## config.mk

```make
export PLATFORM = sky130hd
export DESIGN_NAME = write_txn_slave
export DESIGN_NICKNAME = d
export VERILOG_FILES = /design/src/rtl/write_txn_slave.sv
export SDC_FILE = /design/constraint.sdc
export NUM_CORES = 2
export LEC_CHECK = 0
export ABC_CLOCK_PERIOD_IN_PS = 3800
export CAP_MARGIN = 20
export CORE_MARGIN = 5
export CORE_UTILIZATION = 30
export CTS_CLUSTER_DIAMETER = 80
export CTS_CLUSTER_SIZE = 8
export DETAILED_ROUTE_END_ITERATION = 7
export PLACE_DENSITY_LB_ADDON = 0.12
export SLEW_MARGIN = 20
export SYNTH_ARGS = -nofsm -noshare
export SYNTH_HDL_FRONTEND = slang
export SYNTH_SLANG_ARGS = --single-unit
```

## constraint.sdc

```tcl
create_clock -name clk -period 3.8 [get_ports clk]
set_input_delay 0.57 -clock clk [delete_from_list [all_inputs] [get_ports clk]]
set_output_delay 0.57 -clock clk [all_outputs]
set_load 0.005 [all_outputs]
```

## src/rtl/write_txn_slave.sv

```systemverilog
// ID-tagged write slave: byte-strobed register array with an in-order, latency-delayed response queue.
// Request acceptance and response return use independent valid/ready handshakes.

module write_txn_slave_chk (
  input logic clk,
  input logic rst_n,
  input logic valid,
  input logic rsp_ready
);

  a_no_x_handshake: assert property (@(posedge clk) disable iff (!rst_n)
    !$isunknown({valid, rsp_ready}));

endmodule

module write_txn_slave #(
  parameter int ADDR_WIDTH      = 8,
  parameter int DATA_WIDTH      = 32,
  parameter int ID_WIDTH        = 4,
  parameter int DEPTH           = 64,
  parameter int MAX_OUTSTANDING = 4,
  parameter int RSP_LATENCY     = 2
) (
  input  logic                                 clk,
  input  logic                                 rst_n,
  input  logic                                 valid,
  output logic                                 ready,
  input  logic [ADDR_WIDTH-1:0]                addr,
  input  logic [DATA_WIDTH-1:0]                data,
  input  logic [DATA_WIDTH/8-1:0]              strb,
  input  logic [ID_WIDTH-1:0]                  id,
  output logic                                 rsp_valid,
  input  logic                                 rsp_ready,
  output logic [ID_WIDTH-1:0]                  rsp_id,
  output logic [1:0]                           rsp,
  output logic [$clog2(MAX_OUTSTANDING+1)-1:0] outstanding,
  output logic [7:0]                           err_count,
  input  logic [ADDR_WIDTH-1:0]                dbg_addr,
  output logic [DATA_WIDTH-1:0]                dbg_data
);

  localparam int SW  = DATA_WIDTH / 8;
  localparam int CW  = $clog2(MAX_OUTSTANDING + 1);
  localparam int PW  = (MAX_OUTSTANDING > 1) ? $clog2(MAX_OUTSTANDING) : 1;
  localparam int CDW = (RSP_LATENCY > 1) ? $clog2(RSP_LATENCY) : 1;
  localparam int IW  = (DEPTH > 1) ? $clog2(DEPTH) : 1;

  localparam logic [CDW-1:0]        CD_INIT  = CDW'(RSP_LATENCY - 1);
  localparam logic [PW-1:0]         LAST_PTR = PW'(MAX_OUTSTANDING - 1);
  localparam logic [CW-1:0]         MAX_C    = CW'(MAX_OUTSTANDING);
  localparam logic [ADDR_WIDTH:0]   DEPTH_C  = (ADDR_WIDTH + 1)'(DEPTH);

  logic [DATA_WIDTH-1:0] r_mem  [DEPTH];
  logic [ID_WIDTH-1:0]   r_q_id [MAX_OUTSTANDING];
  logic [1:0]            r_q_rsp[MAX_OUTSTANDING];
  logic [CDW-1:0]        r_q_cd [MAX_OUTSTANDING];
  logic [PW-1:0]         r_wptr;
  logic [PW-1:0]         r_rptr;
  logic [CW-1:0]         r_count;
  logic [7:0]            r_err;

  logic w_in_range;
  logic w_dbg_in_range;
  logic w_accept;
  logic w_pop;
  logic w_rsp_valid;

  function automatic logic [PW-1:0] next_ptr(input logic [PW-1:0] ptr);
    if (ptr == LAST_PTR) begin
      return '0;
    end else begin
      return ptr + PW'(1);
    end
  endfunction

  // Handshake decode; ready and rsp_valid look only at registered queue state.
  always_comb begin
    w_in_range     = ({1'b0, addr} < DEPTH_C);
    w_dbg_in_range = ({1'b0, dbg_addr} < DEPTH_C);
    ready          = rst_n && (r_count < MAX_C);
    w_rsp_valid    = (r_count != '0) && (r_q_cd[r_rptr] == '0);
    w_accept       = valid && ready;
    w_pop          = w_rsp_valid && rsp_ready;
    if (w_rsp_valid) begin
      rsp_id = r_q_id[r_rptr];
      rsp    = r_q_rsp[r_rptr];
    end else begin
      rsp_id = '0;
      rsp    = 2'b00;
    end
    if (w_dbg_in_range) begin
      dbg_data = r_mem[dbg_addr[IW-1:0]];
    end else begin
      dbg_data = '0;
    end
  end

  assign rsp_valid   = w_rsp_valid;
  assign outstanding = r_count;
  assign err_count   = r_err;

  // Response queue, occupancy and error counter.
  always_ff @(posedge clk or negedge rst_n) begin
    if (!rst_n) begin
      for (int i = 0; i < MAX_OUTSTANDING; i++) begin
        r_q_id[i]  <= '0;
        r_q_rsp[i] <= 2'b00;
        r_q_cd[i]  <= '0;
      end
      r_wptr  <= '0;
      r_rptr  <= '0;
      r_count <= '0;
      r_err   <= 8'd0;
    end else begin
      // Every slot counts down, not just the head, so latency is measured from acceptance.
      for (int i = 0; i < MAX_OUTSTANDING; i++) begin
        if (r_q_cd[i] != '0) begin
          r_q_cd[i] <= r_q_cd[i] - CDW'(1);
        end
      end
      if (w_accept) begin
        r_q_id[r_wptr]  <= id;
        r_q_rsp[r_wptr] <= w_in_range ? 2'b00 : 2'b10;
        r_q_cd[r_wptr]  <= CD_INIT;
        r_wptr          <= next_ptr(r_wptr);
      end
      if (w_pop) begin
        r_rptr <= next_ptr(r_rptr);
      end
      case ({w_accept, w_pop})
        2'b10:   r_count <= r_count + CW'(1);
        2'b01:   r_count <= r_count - CW'(1);
        default: r_count <= r_count;
      endcase
      if (w_accept && !w_in_range && (r_err != 8'hFF)) begin
        r_err <= r_err + 8'd1;
      end
    end
  end

  // Storage array with per-byte write enables.
  always_ff @(posedge clk or negedge rst_n) begin
    if (!rst_n) begin
      for (int w = 0; w < DEPTH; w++) begin
        r_mem[w] <= '0;
      end
    end else if (w_accept && w_in_range) begin
      for (int b = 0; b < SW; b++) begin
        if (strb[b]) begin
          r_mem[addr[IW-1:0]][b*8 +: 8] <= data[b*8 +: 8];
        end
      end
    end
  end

  write_txn_slave_chk u_chk (
    .clk       (clk),
    .rst_n     (rst_n),
    .valid     (valid),
    .rsp_ready (rsp_ready)
  );

endmodule

```

**After elaboration in Yosys (flattened, before gate mapping)**

Cells that the tools add are included.

- Output and inout bits: 51
- Bits in registers: 2,091
- Logic and storage cells: 172
- Bits of input ports: 60

- Reductions and logical operators: 12
- Eq/ne operators: 5
- Mux-type cells: 51
- Bitwise gates (word level): 6
- Order comparisons: 9
- Add/subtract/negate cells: 9

Operators by type and width:

| kind | number |
|---|---|
| $mux W2048 | 7 |
| $bwmux W2048 | 4 |
| $demux W32 S6 | 4 |
| $bmux W32 S6 | 1 |
| $mux W32 | 4 |
| $mux W24 | 1 |
| $mux W4 | 5 |
| $bwmux W16 | 1 |
| $lt A8 B7 Y1 const B | 2 |
| $mux W16 | 1 |
| $ge A7 B7 Y1 const B | 2 |
| $mux W2 | 7 |
| $not A6 Y7 | 2 |
| $logic_and A1 B1 Y1 | 9 |
| $add A8 B1 Y8 const B | 1 |
| $bmux W4 S2 | 1 |
| $bwmux W8 | 1 |
| $demux W4 S2 | 1 |
| $mux W8 | 1 |
| $ne A8 B8 Y1 const B | 1 |
| $lt A7 B1 Y1 const B | 1 |
| $mux W1 | 7 |
| $eq A2 B2 Y1 const B | 3 |
| $ge A3 B3 Y1 const B | 2 |
| 18 further kinds | 23 |

**Logic depth before layout (Yosys ltp)**

- Depth in word-level cells: 16
- Depth in mapped cells: 10
- Depth with buffers taken out: 9

**Worst setup path before layout**

Ideal clock, no wire load.

- Path type: input to output
- Start point: input dbg_addr[1]
- End point: output dbg_data[9]
- Slack: 0.855 ns
- Cell stages on the path: 7
- Buffers on the path: 3
- Data required time: 3.230 ns
- Arrival: 2.375 ns
- Path through: buf_4 > buf_2 > buf_1 > mux4_2 > mux4_2 > a22oi_1 > o21ai_0

- Word-level cells in the longest chain between the ends: 5
- Elaborated cells between the ends (all ways): 6
- Classes of those cells: order compare: 1; mux: 4; bitwise: 1

Ends and longest elaborated chain:

| item | line | source |
|---|---|---|
| from (decl) | 38 | `input logic [ADDR_WIDTH-1:0] dbg_addr,` |
| $not A6 Y7 (implied by the code) | 92 | `dbg_data = r_mem[dbg_addr[IW-1:0]];` |
| $bmux W32 S6 | 92 |  |
| $mux W32 (implied by the code) (2 in a row) | 92 |  |
| $mux W32 * | 91 | `if (w_dbg_in_range) begin` |
| to (decl) | 39 | `output logic [DATA_WIDTH-1:0] dbg_data` |

Every way passes the cells marked *; elsewhere a longest branch is shown, timed or not. The select of a mux whose other input is x is not followed.

**Final worst setup path**

- Start point: input dbg_addr[0]
- End point: output dbg_data[24]

Same word-level chain as after synthesis.

==> impl_metrics.csv <==
group,metric,value,unit
drt,met1_length,151,mm
pwr,peakVddDrop,0.000395,V
setup_path,r2r-start,"outstanding[2]$_DFFE_PN0P_",
drt,wire_per_inst,29.5,um
drt,met3WireLength,11.3,mm
synth,synth_nets,6096,
min_path,min_from,"data[18]",
layout,layout.cells.non_filler,11100,
drt,drc,0,
synth,synth_area_per_cell,16.1,sq um
global_route,track_usage,19.5,%
global_route,grt_pass1_vias,61700,
cts,cts_buffers,302,
setup_path,timing.critical_path.mode_cell,"buf_16",
synth,synth_top_area_share,53.8,%
min_path,holdPathStages,2,
sta,worst_slack,0.0386,ns
synth,seq_area_frac_synth,53.8,%
cts,path_clk_slew,0.05,ns
sta,worst_pin_slew,1.18,ns
layout,fin_util,36.4,%
synth,synthTopCellsByArea,"dfrtp_1 (54%), mux2_2 (23%), mux4_2 (13%)",
drt,wl_met2,154,mm
sta,holdWs,0.0833,ns
setup_path,reg2reg_to,"r_mem[467]$_DFFE_PN0P_",
global_route,grt_max_degree,169,
cts,clockBufferDepth,4,
cts,cts.htree.levels,5,
floorplanning,die_area,0.335,sq mm
synth,synth-async-reset-ratio,100,%
cts,cts_root_buf,"clkbuf_16",
setup_path,worstSetupPathType,"in2out",
setup_path,critPathArrivalTime,3.19,ns
job,maxCapViolCount,0,
floorplanning,initial_core_util,30.2,%
synth,synthesis.area,0.0971,sq mm
setup_path,critPathLaunchType,"primary input",
sta,final_hold_viol_count,0,
cts,cts_num_sinks,2087,
drt,routed_wl,327,mm
drt,ant_nets,0,
min_path,whs_endpoint,"r_mem[50]$_DFFE_PN0P_",
drt,firstDrtPassIters,5,
synth,synth-seq-cells,2087,
cts,tritoncts,"built",
floorplanning,io_pins,111,
floorplanning,die_h,579,um
synth,ys_warn_count,0,
place,io_buffers,109,
sta,slew_headroom,21.6,%
drt,first_iter_violations,3326,
sta,min_period,3.76,ns
sta,fin_skew,0.0385,ns
synth,synth_cell_types,64,
layout,area_delta_synth_final,20.6,%
place,gp_congestion,0.820,
setup_path,crit_chain,"buf_12 -> buf_16 -> buf_16 -> buf_4 -> mux4_2 -> a22o_1 -> a221oi_1 -> o22ai_1 -> o31a_1 -> clkdlybuf4s15_2",
setup_path,regToRegSetupSlack,0.79,ns
drt,num_vias,56500,
place,place_hpwl,226,mm
setup_path,slowest_stage,"mux4_2",
floorplanning,rows,208,
layout,mostFrequentLayoutCells,"dfrtp_1 (2086), mux2_2 (2023), buf_4 (609), mux4_2 (543), clkbuf_16 (305)",
global_route,overflow,0,
global_route,grt_pass1_wl,476,mm
layout,layout-drive-gt1-share,59.1,%
synth,ys.flop_type,"dfrtp_1",
pwr,p_leak,0.0570,uW
drt,top_layer_used,"met5",
setup_path,reg2reg_depth,10,
place,placed_area,0.108,sq mm
floorplanning,core_region_area,0.322,sq mm
pwr,power.density,442,mW/mm^2
setup_path,cp_slowest_stage_delay,0.55,ns
place,place_inst,10700,
layout,stdcell_area,0.117,sq mm
layout,final_common_cell,"dfrtp_1",
drt,drt-vias-per-instance,5.09,
layout,nets,6799,
sta,drv_slew,0,
place,dp_slack,-0.698,ns
setup_path,crit_fanout,8,
global_route,antenna_found_initial,20,
synth,synth-edff-count,0,
sta,min_period_over_period,99.0,%
setup_path,cp-end-kind,"primary output",
status,outcome,"finished, final reports clean",
sta,setup_viol,0,
sta,max_freq,266,MHz
synth,syn_inst,6028,
floorplanning,die_w,579,um
synth,yosysTopAreaCell,"dfrtp_1",
setup_path,cp.required,3.23,ns
cts,insertion_delay,0.91,ns
min_path,hold_path.class,"in2reg",
sta,rsz0062_at_grt,"false",
[cell usage after synthesis (47+ instances only)]
| cell type | count |
|---|---|
| buf_1 | 53 |
| buf_2 | 83 |
| buf_4 | 48 |
| clkbuf_1 | 232 |
| dfrtp_1 | 2087 |
| mux2_1 | 81 |
| mux2_2 | 2023 |
| mux2i_1 | 157 |
| mux4_2 | 543 |
| nand2_1 | 124 |
| nor2_1 | 47 |
| nor2_2 | 102 |
| nor2_8 | 78 |
[registers in the layout, indices dropped and copies added, names as in the netlist]
| name | cells |
|---|---|
| r_rptr | 2 |
| r_q_rsp | 4 |
| r_wptr | 2 |
| r_q_id | 16 |
| r_mem | 2048 |
| outstanding | 3 |
| err_count | 8 |
| r_q_cd | 4 |
[cell families after synthesis]
kind of cell             Yosys count  synth area share (%)
other                              1               0.00386
adder cells (fa/ha/maj)            8                 0.111
buffers and inverters            443                  2.17
XOR/XNOR                          10                0.0902
flip-flops                      2087                  53.8
AND/OR/NAND/NOR                  509                  4.03
multiplexers                    2804                  38.6
AO/OA/AOI/OAI                    166                  1.16
[worst max path at each step]
stage / cells past startpoint / from / end
6_report: 10 / dbg_addr[0] / dbg_data[24]
3_3_place_gp: 11 / dbg_addr[1] / dbg_data[27]
5_1_grt: 10 / dbg_addr[0] / dbg_data[24]
3_5_place_dp: 11 / dbg_addr[1] / dbg_data[27]
2_1_floorplan: 7 / dbg_addr[1] / dbg_data[9]
4_1_cts: 11 / dbg_addr[0] / dbg_data[29]
[cell type report]
cell class / count / area, sq um
Fill cell: 30600 / 205000
Inverter: 10 / 37.5
Clock inverter: 31 / 551
Sequential cell: 2087 / 52200
Multi-Input combinational cell: 3498 / 43300
Tap cell: 4305 / 5390
Timing Repair Buffer: 832 / 7860
Clock buffer: 309 / 7680
Antenna cell: 16 / 40.0
[report_power, final]
part	switching, uW	internal [uW]	total, uW
clock network	10100	14500	24700
registers	301	22800	23100
logic	2290	1700	3980
total	12700	39000	51700
[worst max-delay path: cells and delay by family]
| family | cells | cell delay [ns] |
|---|---|---|
| multiplexers | 1 | 0.55 |
| AO/OA/AOI/OAI | 4 | 1.05 |
| buffers and inverters | 5 | 0.97 |
[metrics by stage]
step | TNS, ns | total power, uW
after floorplan | 0 | 25300
after global placement | -8.38 | 27400
after detailed placement | -8.28 | 27400
after CTS | 0 | 52700
after global routing | 0 | 53800
final | 0 | 51700
[timing repair]
action	4_1_cts	5_1_grt
setup buffers	17	1
hold endpoints to repair	5	0
setup endpoints to repair	38	7
pin swaps	24	3
hold buffers	1	0
gates resized for setup	150	9
cloned	2	0
[metal layers]
metal,global-route usage [%],vias to the layer above
met5,0,-
li1,-,23800
met1,27.6,31100
met4,6.19,4
met3,2.62,454
met2,31.2,1116
No activity file was read; power rests on OpenSTA's default activity.
